$ cat src/rtl/traffic_pkg.sv
// -----------------------------------------------------------------------------
// traffic_pkg
// Shared types and constants for the two-road traffic-light sequencer.
//   phase_t      : phase code driven on the controller's phase output
//   LAMP_*       : lamp patterns {red,yellow,green} for one road
//   nextPhase()  : fixed rotation order of the normal (non-flash) phases
// No ports (package).
// -----------------------------------------------------------------------------
package traffic_pkg;

  typedef enum logic [2:0] {
    ALL_RED_A = 3'd0,
    NS_GREEN  = 3'd1,
    NS_YELLOW = 3'd2,
    ALL_RED_B = 3'd3,
    EW_GREEN  = 3'd4,
    EW_YELLOW = 3'd5,
    FLASH     = 3'd6
  } phase_t;

  localparam logic [2:0] LAMP_R   = 3'b100;
  localparam logic [2:0] LAMP_Y   = 3'b010;
  localparam logic [2:0] LAMP_G   = 3'b001;
  localparam logic [2:0] LAMP_OFF = 3'b000;

  // Normal rotation; FLASH is entered and left explicitly by the controller,
  // so anything unexpected simply restarts the rotation at ALL_RED_A.
  function automatic phase_t nextPhase(input phase_t p);
    phase_t n;
    case (p)
      ALL_RED_A: n = NS_GREEN;
      NS_GREEN:  n = NS_YELLOW;
      NS_YELLOW: n = ALL_RED_B;
      ALL_RED_B: n = EW_GREEN;
      EW_GREEN:  n = EW_YELLOW;
      default:   n = ALL_RED_A;
    endcase
    return n;
  endfunction

endpackage

$ cat src/rtl/traffic_light_ctrl_tick_gen.sv
// -----------------------------------------------------------------------------
// tick_gen
// Divides the system clock down to a one-cycle pulse at TICK_HZ.
// Ports:
//   i_clock : system clock
//   i_reset : asynchronous active-high reset (clears the divider)
//   o_tick  : one-cycle pulse, high for the cycle the divider wraps to 0
// -----------------------------------------------------------------------------
module tick_gen #(
  parameter int CLK_HZ  = 50_000_000,
  parameter int TICK_HZ = 1
) (
  input  logic i_clock,
  input  logic i_reset,
  output logic o_tick
);

  localparam int DIV = CLK_HZ / TICK_HZ;
  localparam int W   = (DIV > 1) ? $clog2(DIV) : 1;
  localparam logic [W-1:0] LAST = W'(DIV - 1);

  logic [W-1:0] r_count;
  logic         r_tick;

  // Divider counts 0..DIV-1. The pulse is registered together with the wrap,
  // so it is high exactly while the counter reads 0 after a wrap, and never
  // in the cycles straight after reset.
  always_ff @(posedge i_clock or posedge i_reset) begin
    if (i_reset) begin
      r_count <= '0;
      r_tick  <= 1'b0;
    end else if (r_count == LAST) begin
      r_count <= '0;
      r_tick  <= 1'b1;
    end else begin
      r_count <= r_count + W'(1);
      r_tick  <= 1'b0;
    end
  end

  assign o_tick = r_tick;

endmodule

$ cat src/rtl/traffic_light_ctrl.sv
// -----------------------------------------------------------------------------
// traffic_light_ctrl
// Two-road (NS/EW) traffic-light sequencer with all-red clearance, per-phase
// countdown, night flash mode and optional pedestrian request.
// Optional feature macro: TRAFFIC_PED_REQ_EN (pedestrian latch and walk lamp).
// Ports:
//   FPGA_clock : system clock
//   reset      : asynchronous active-high reset
//   night_mode : level, 1 requests flash mode (taken at end of an all-red)
//   ped_req    : pedestrian button (ignored unless TRAFFIC_PED_REQ_EN)
//   phase      : current phase code (traffic_pkg::phase_t)
//   ns_light   : NS lamps {red,yellow,green}
//   ew_light   : EW lamps {red,yellow,green}
//   count_down : ticks remaining in the current phase
//   tick       : one-cycle pulse at TICK_HZ
//   ped_walk   : pedestrian walk lamp
// -----------------------------------------------------------------------------
module traffic_light_ctrl
  import traffic_pkg::*;
#(
  parameter int CLK_HZ      = 50_000_000,
  parameter int TICK_HZ     = 1,
  parameter int GREEN_S     = 9,
  parameter int YELLOW_S    = 3,
  parameter int ALLRED_S    = 1,
  parameter int PED_SHORT_S = 2,
  parameter int CNT_W       = 4
) (
  input  logic             FPGA_clock,
  input  logic             reset,
  input  logic             night_mode,
  input  logic             ped_req,
  output logic [2:0]       phase,
  output logic [2:0]       ns_light,
  output logic [2:0]       ew_light,
  output logic [CNT_W-1:0] count_down,
  output logic             tick,
  output logic             ped_walk
);

  localparam logic [CNT_W-1:0] GREEN_LD  = CNT_W'(GREEN_S - 1);
  localparam logic [CNT_W-1:0] YELLOW_LD = CNT_W'(YELLOW_S - 1);
  localparam logic [CNT_W-1:0] ALLRED_LD = CNT_W'(ALLRED_S - 1);
  localparam logic [CNT_W-1:0] PED_LD    = CNT_W'(PED_SHORT_S - 1);

  function automatic logic [CNT_W-1:0] loadFor(input phase_t p);
    logic [CNT_W-1:0] v;
    case (p)
      NS_GREEN, EW_GREEN:   v = GREEN_LD;
      NS_YELLOW, EW_YELLOW: v = YELLOW_LD;
      default:              v = ALLRED_LD;
    endcase
    return v;
  endfunction

  phase_t           r_phase, w_nextPhase;
  logic [CNT_W-1:0] r_cnt, w_nextCnt;
  logic             r_toggle, w_nextToggle;
  logic             w_tick;
  logic             w_isGreen;
  logic             w_isAllRed;
  logic             w_pedLatched;

  tick_gen #(
    .CLK_HZ (CLK_HZ),
    .TICK_HZ(TICK_HZ)
  ) u_tickGen (
    .i_clock(FPGA_clock),
    .i_reset(reset),
    .o_tick (w_tick)
  );

  assign w_isGreen  = (r_phase == NS_GREEN) || (r_phase == EW_GREEN);
  assign w_isAllRed = (r_phase == ALL_RED_A) || (r_phase == ALL_RED_B);

`ifdef TRAFFIC_PED_REQ_EN
  logic r_ped, w_nextPed;

  // A press is remembered until the next all-red has been served; presses
  // during flash mode are dropped since no clearance phase is running.
  always_comb begin
    w_nextPed = r_ped;
    if (ped_req && (r_phase != FLASH)) w_nextPed = 1'b1;
    if (w_tick && w_isAllRed && (r_cnt == '0)) w_nextPed = 1'b0;
  end

  // Pedestrian latch register.
  always_ff @(posedge FPGA_clock or posedge reset) begin
    if (reset) r_ped <= 1'b0;
    else       r_ped <= w_nextPed;
  end

  assign w_pedLatched = r_ped;
`else
  logic w_unusedPedReq;
  assign w_unusedPedReq = ped_req;
  assign w_pedLatched   = 1'b0;
`endif

  // Phase, countdown and flash toggle only move on a tick. A phase ends on
  // the tick that finds its count already at 0, so it lasts exactly its
  // duration in ticks. Night mode is only honoured when an all-red expires,
  // which guarantees a green or yellow is never cut short.
  always_comb begin
    w_nextPhase  = r_phase;
    w_nextCnt    = r_cnt;
    w_nextToggle = r_toggle;
    if (w_tick) begin
      if (r_phase == FLASH) begin
        w_nextToggle = ~r_toggle;
        if (!night_mode) begin
          w_nextPhase  = ALL_RED_A;
          w_nextCnt    = ALLRED_LD;
          w_nextToggle = 1'b0;
        end
      end else if (r_cnt != '0) begin
        if (w_isGreen && w_pedLatched && (r_cnt > PED_LD)) w_nextCnt = PED_LD;
        else                                               w_nextCnt = r_cnt - CNT_W'(1);
      end else if (w_isAllRed && night_mode) begin
        w_nextPhase  = FLASH;
        w_nextCnt    = '0;
        w_nextToggle = 1'b1;
      end else begin
        w_nextPhase = nextPhase(r_phase);
        w_nextCnt   = loadFor(w_nextPhase);
      end
    end
  end

  // Sequencer state registers.
  always_ff @(posedge FPGA_clock or posedge reset) begin
    if (reset) begin
      r_phase  <= ALL_RED_A;
      r_cnt    <= ALLRED_LD;
      r_toggle <= 1'b0;
    end else begin
      r_phase  <= w_nextPhase;
      r_cnt    <= w_nextCnt;
      r_toggle <= w_nextToggle;
    end
  end

  // Lamp decode straight from state, so reset shows all-red immediately.
  always_comb begin
    ns_light = LAMP_R;
    ew_light = LAMP_R;
    case (r_phase)
      NS_GREEN:  ns_light = LAMP_G;
      NS_YELLOW: ns_light = LAMP_Y;
      EW_GREEN:  ew_light = LAMP_G;
      EW_YELLOW: ew_light = LAMP_Y;
      FLASH: begin
        ns_light = r_toggle ? LAMP_Y : LAMP_OFF;
        ew_light = r_toggle ? LAMP_Y : LAMP_OFF;
      end
      default: ;
    endcase
  end

  assign phase      = r_phase;
  assign count_down = r_cnt;
  assign tick       = w_tick;
  assign ped_walk   = w_pedLatched && w_isAllRed;

endmodule

$ cat config.mk
export PLATFORM = sky130hd
export DESIGN_NAME = traffic_light_ctrl
export DESIGN_NICKNAME = d
export VERILOG_FILES = /design/src/rtl/traffic_pkg.sv /design/src/rtl/traffic_light_ctrl_tick_gen.sv /design/src/rtl/traffic_light_ctrl.sv
export SDC_FILE = /design/constraint.sdc
export NUM_CORES = 1
export LEC_CHECK = 0
export ABC_AREA = 1
export BUFFER_PORTS_ARGS = -buffer_cell sky130_fd_sc_hd__buf_2
export CORE_MARGIN = 3
export CORE_UTILIZATION = 55
export DETAILED_ROUTE_END_ITERATION = 8
export GPL_ROUTABILITY_DRIVEN = 0
export MAX_ROUTING_LAYER = met4
export PLACE_DENSITY = 0.83
export SETUP_SLACK_MARGIN = 0.3
export SYNTH_ARGS = -nofsm -noshare
export SYNTH_HDL_FRONTEND = slang
export SYNTH_HIERARCHICAL = 1
export SYNTH_SLANG_ARGS = --single-unit
$ cat constraint.sdc
create_clock -name FPGA_clock -period 1.7 [get_ports FPGA_clock]
set_input_delay 0.255 -clock FPGA_clock [delete_from_list [all_inputs] [get_ports FPGA_clock]]
set_output_delay 0.255 -clock FPGA_clock [all_outputs]
set_load 0.03 [all_outputs]
* After elaboration in Yosys (flattened, before gate mapping)
Cells that the tools add are included.
** Operators by class
- Eq/ne operators :: 13
- $add $sub $neg :: 2
- Multiplexer cells :: 23
- Reductions and logical operators :: 10
- Bitwise gates (word level) :: 1
** Operator list (number)
- $add A26 B1 Y26 const B :: 1
- $eq A26 B26 Y1 const B :: 1
- $mux W26 :: 1
- $mux W3 :: 8
- $pmux W3 S3 :: 2
- $mux W4 :: 4
- $eq A3 B3 Y1 const B :: 5
- $pmux W3 S5 :: 1
- $eq A3 B2 Y1 const B :: 3
- $pmux W4 S2 :: 1
- $eq A3 B1 Y1 const B :: 2
- $reduce_and A3 Y1 :: 2
- $mux W1 :: 5
- $ne A2 B2 Y1 const B :: 2
- $reduce_bool A4 Y1 :: 1
- $reduce_or A2 Y1 :: 2
- $sub A4 B1 Y4 const B :: 1
- $logic_not A3 Y1 :: 1
- $mux W2 :: 1
- $reduce_and A2 Y1 :: 1
- $reduce_bool A2 Y1 :: 1
- $logic_and A1 B1 Y1 :: 1
- $logic_or A1 B1 Y1 :: 1
- $not A1 Y1 :: 1
** Storage, ports and cells
- Word-level logic and storage cells :: 54
- Input bits :: 4
- Output and inout bits :: 15
- Register bits after elaboration :: 35

* Logic depth before layout (Yosys ltp)
- Depth after elaboration :: 13
- Gate-level depth with buffers :: 8

* Hierarchy
The synthesis kept the hierarchy.
** Modules (own cells, without submodules)
- tick_gen :: instances 1, area an instance 1609.0 um^2, cells an instance 216
- traffic_light_ctrl :: instances 1, area an instance 618.1 um^2, cells an instance 95

* Least setup slack after synthesis
Ideal clock, no wire load.
- Kind :: register to output
- Start point :: register r_phase[2], in the netlist phase[2]
- End point :: output port ew_light[1]
- Arrival time :: 1.448 ns
- Data required time :: 1.445 ns
- Stages on the path, launching flop included :: 6
- Path buffers :: 1
- Setup slack :: -0.003 ns
- Cells stage by stage :: dfrtp_1 -> buf_4 -> nand2_1 -> nor2_2 -> inv_1 -> o22ai_1
** Between the ends
- Cells in the longest elaborated chain, start to end :: 2
** RTL lines
- start: declaration :: RTL line traffic_light_ctrl.sv:56 : phase_t r_phase, w_nextPhase;
- start signal: assignment :: RTL line traffic_light_ctrl.sv:137 : r_phase <= w_nextPhase;
- $eq A3 B3 Y1 :: RTL line traffic_light_ctrl.sv:147 : case (r_phase)
- $pmux W3 S3 (*) :: RTL line traffic_light_ctrl.sv:147
- end: declaration :: RTL line traffic_light_ctrl.sv:35 : output logic [2:0] ew_light,
Mark *: on every way between the ends. The rest lies on a longest branch, timed or not.

* Final worst setup path
- Start point :: register r_phase[1], in the netlist phase[1]
- End point :: output port ew_light[0]
Same word-level chain as after synthesis.

==> flow_metrics.py <==
metrics = {
    "die": {
        "start_util_pct": 59.1,
        "row_count": 22,
        "fp.coreArea_um2": 3770,
        "die_y_um": 69.6,
        "fp.dieArea_um2": 4850,
        "die_w_um": 69.6,
        "pin_count": 19,
    },
    "cells_and_area": {
        "synthToLayoutAreaGrowth_pct": 28.0,
        "post-route-cell-area_um2": 2850,
        "diodes": 0,
        "fin_util_pct": 75.6,
        "drive_gt1_share_pct": 34.7,
        "nets": 364,
    },
    "power_and_ir_drop": {
        "seqPwrFrac_pct": 58.6,
        "p_leak_nw": 1.33,
        "ir_drop_mv": 0.493,
        "netSwitchingFraction_pct": 20.9,
        "pwr-share-comb_pct": 1.9,
        "power.switching_w": 0.000297,
        "power.density_nw_per_um2": 499,
        "p_int_w": 0.00113,
        "finalPower_w": 0.00142,
        "clockPowerShare_pct": 39.5,
    },
    "flow_run": {
        "maxCapViolations": 0,
    },
    "hold_path": {
        "hold_path_depth": 4,
        "hp-start": "night_mode",
        "hp-class": "input pin to flip-flop",
        "holdPathEnd": "count_down[2]$_DFFE_PP0P_",
    },
    "yosys": {
        "syn_nets": 319,
        "ys_seq_area_share_pct": 39.3,
        "synth_area_um2": 2230,
        "synthDominantCellAreaShare_pct": 39.3,
        "ys_top_cells_by_area": "dfrtp_1 (39%), nand2_1 (15%), nor2_1 (8.4%), inv_1 (6.1%), nand3_1 (5.4%)",
        "avgSynthCellArea_um2": 7.16,
        "synth_cells": 311,
        "synth.largest_area_cell": "dfrtp_1",
        "synth_cell_types": 25,
        "yosys_warnings": 6,
        "ys_ff_latch": 35,
    },
    "sta": {
        "fin_setup_tns_ns": 0,
        "setup_violations": 0,
        "clock_skew_ns": 0.00423,
        "period_minus_slack_ns": 1.50,
        "rsz0062_at_grt": "yes",
        "maxSlewViolCount": 0,
        "timing.fmax_mhz": 665,
        "hold_viol": 0,
        "period_share_pct": 88.4,
    },
    "detailed_routing": {
        "drc": 0,
        "vias_per_cell": 5.33,
        "drtPass1Iterations": 4,
        "vias": 2160,
        "drtIter0Drc": 107,
        "avgRoutedWirePerCell_um": 13.8,
        "drt_wl_total_um": 5600,
        "ant_nets": 0,
    },
    "setup_path": {
        "startpoint_type": "flip-flop",
        "r2r-start": "u_tickGen/r_count[0]$_DFF_PP0_",
        "cp.required_ns": 1.44,
        "cp-startpoint": "phase[1]$_DFFE_PP0P_",
        "arrival_ns": 1.25,
        "path_class": "flip-flop to output pin",
        "rrSetupSlack_ns": 0.23,
        "cp-end-kind": "output pin",
        "rr_worst_depth": 7,
        "r2r-end": "u_tickGen/r_count[5]$_DFF_PP0_",
        "path_max_fanout": 4,
    },
    "clock_network": {
        "clkLatencyLatePin_ns": 0.29,
        "numCtsBuffers": 5,
        "cts_tree": "yes",
        "cts.sinks": 35,
        "clkTransAtPathRegs_ns": 0.07,
        "root_buffer": "clkbuf_8",
        "h-tree-depth": 2,
        "clock_path_buffers": 2,
    },
    "run_status": {
        "status": "finished clean",
    },
    "grt": {
        "grt_max_degree": 28,
        "grt_overflow_total": 0,
        "grt_pass1_vias": 2080,
        "grt_pass1_wl_um": 9040,
        "antenna_found_initial": 0,
        "track_usage_pct": 23.7,
    },
    "placement": {
        "placed_area_um2": 2350,
        "hpwlAfterDp_um": 3380,
        "io_buffer_count": 16,
    },
}
## stage by stage
| step | hold slack, ns | cells | setup slack [ns] |
|---|---|---|---|
| after floorplan | 0.0707 | 311 | 0.196 |
| after global placement | 0.229 | 373 | 0.260 |
| after detailed placement | 0.237 | 373 | 0.247 |
| after CTS | 0.370 | 397 | 0.229 |
| after global routing | 0.436 | 405 | 0.138 |
| final | 0.365 | 405 | 0.197 |
## routing by layer
layer	share of wire [%]	wire, um	GRT usage (%)	vias to the layer above
met1	39	2170	25.8	1003
met2	54	3000	40.6	74
li1	-	-	-	1060
met3	4.3	238	5.07	23
met5	0	0	-	-
met4	3.5	195	12.6	0
## power groups by stage
| stage | Combinational (W) | Clock [W] | Sequential (W) |
|---|---|---|---|
| floorplan | 0.0000189 | 0 | 0.000848 |
| global placement | 0.0000263 | 0 | 0.000848 |
| detailed placement | 0.0000269 | 0 | 0.000848 |
| CTS | 0.0000287 | 0.000586 | 0.000832 |
| global route | 0.0000321 | 0.000627 | 0.000832 |
| finish | 0.0000277 | 0.000561 | 0.000833 |
## cell usage after synthesis (all sizes together)
library cell  number
nand2             97
nor2              65
inv               37
dfrtp             35
nand3             27
xor2              11
a21oi              7
nand4              6
o21ai              6
buf                4
ha                 4
nor3               4
o21bai             3
xnor2              2
and2               1
conb               1
o22ai              1
## sequential cells by signal, summed over array words and instances (netlist names)
name               count
u_tickGen/r_count     26
phase                  3
u_tickGen/o_tick       1
r_toggle               1
count_down             4
## worst max-delay path: stages, from the launching register on
cell and delay [ns]:
dfrtp_2 0.45, buf_4 0.16, nor2_2 0.10, nand2_2 0.08, inv_2 0.06, buf_6 0.12
## final cells by class
type | count | area, um^2
flip-flops and latches | 35 | 883
clock inverters | 1 | 5.00
fillers | 277 | 921
multi-input cells | 235 | 1350
well taps | 48 | 60.1
inverters | 37 | 146
repair buffers | 42 | 327
clock buffers | 7 | 76.3
## how the worst max path moves through the flow
stage,to,depth (start not counted)
6_report,ew_light[0],5
5_1_grt,ew_light[0],5
4_1_cts,ew_light[1],3
3_5_place_dp,ew_light[1],5
3_3_place_gp,ew_light[1],5
2_1_floorplan,ns_light[1],3
## kinds of logic (layout without fill, tap and decap cells)
kind of cell    after synthesis  in the layout  share of synthesized area, %
simple gates                200            200                          41.0
compound gates               17             17                          4.21
fa+ha+maj                     4              4                          2.25
buf+inv                      41             87                          7.92
xor+xnor                     13             13                          5.11
flops                        35             35                          39.3
other cells                   1              1                         0.168
## cells in the final DEF, fill, tap and decap left out, types with 5 or more instances in the layout
master / instances
buf_4: 22
dfrtp_1: 29
nor2_4: 12
xor2_1: 11
dfrtp_2: 6
nand2_2: 19
nor2_1: 35
buf_6: 9
a21oi_1: 6
clkbuf_8: 5
nor2_2: 18
nand2_1: 74
buf_2: 10
inv_1: 30
nand4_1: 6
nand3_1: 21
## timing repair
item / in CTS / in global routing
resized for setup: 32 / 49
buffers inserted: 15 / 7
endpoints found under the setup margin: 27 / 36
endpoints found under the hold margin: 8 / 0
hold buffers: 1 / 0
gates cloned: 0 / 1
pin swaps: 13 / 10
No activity file was read; power rests on OpenSTA's default activity.
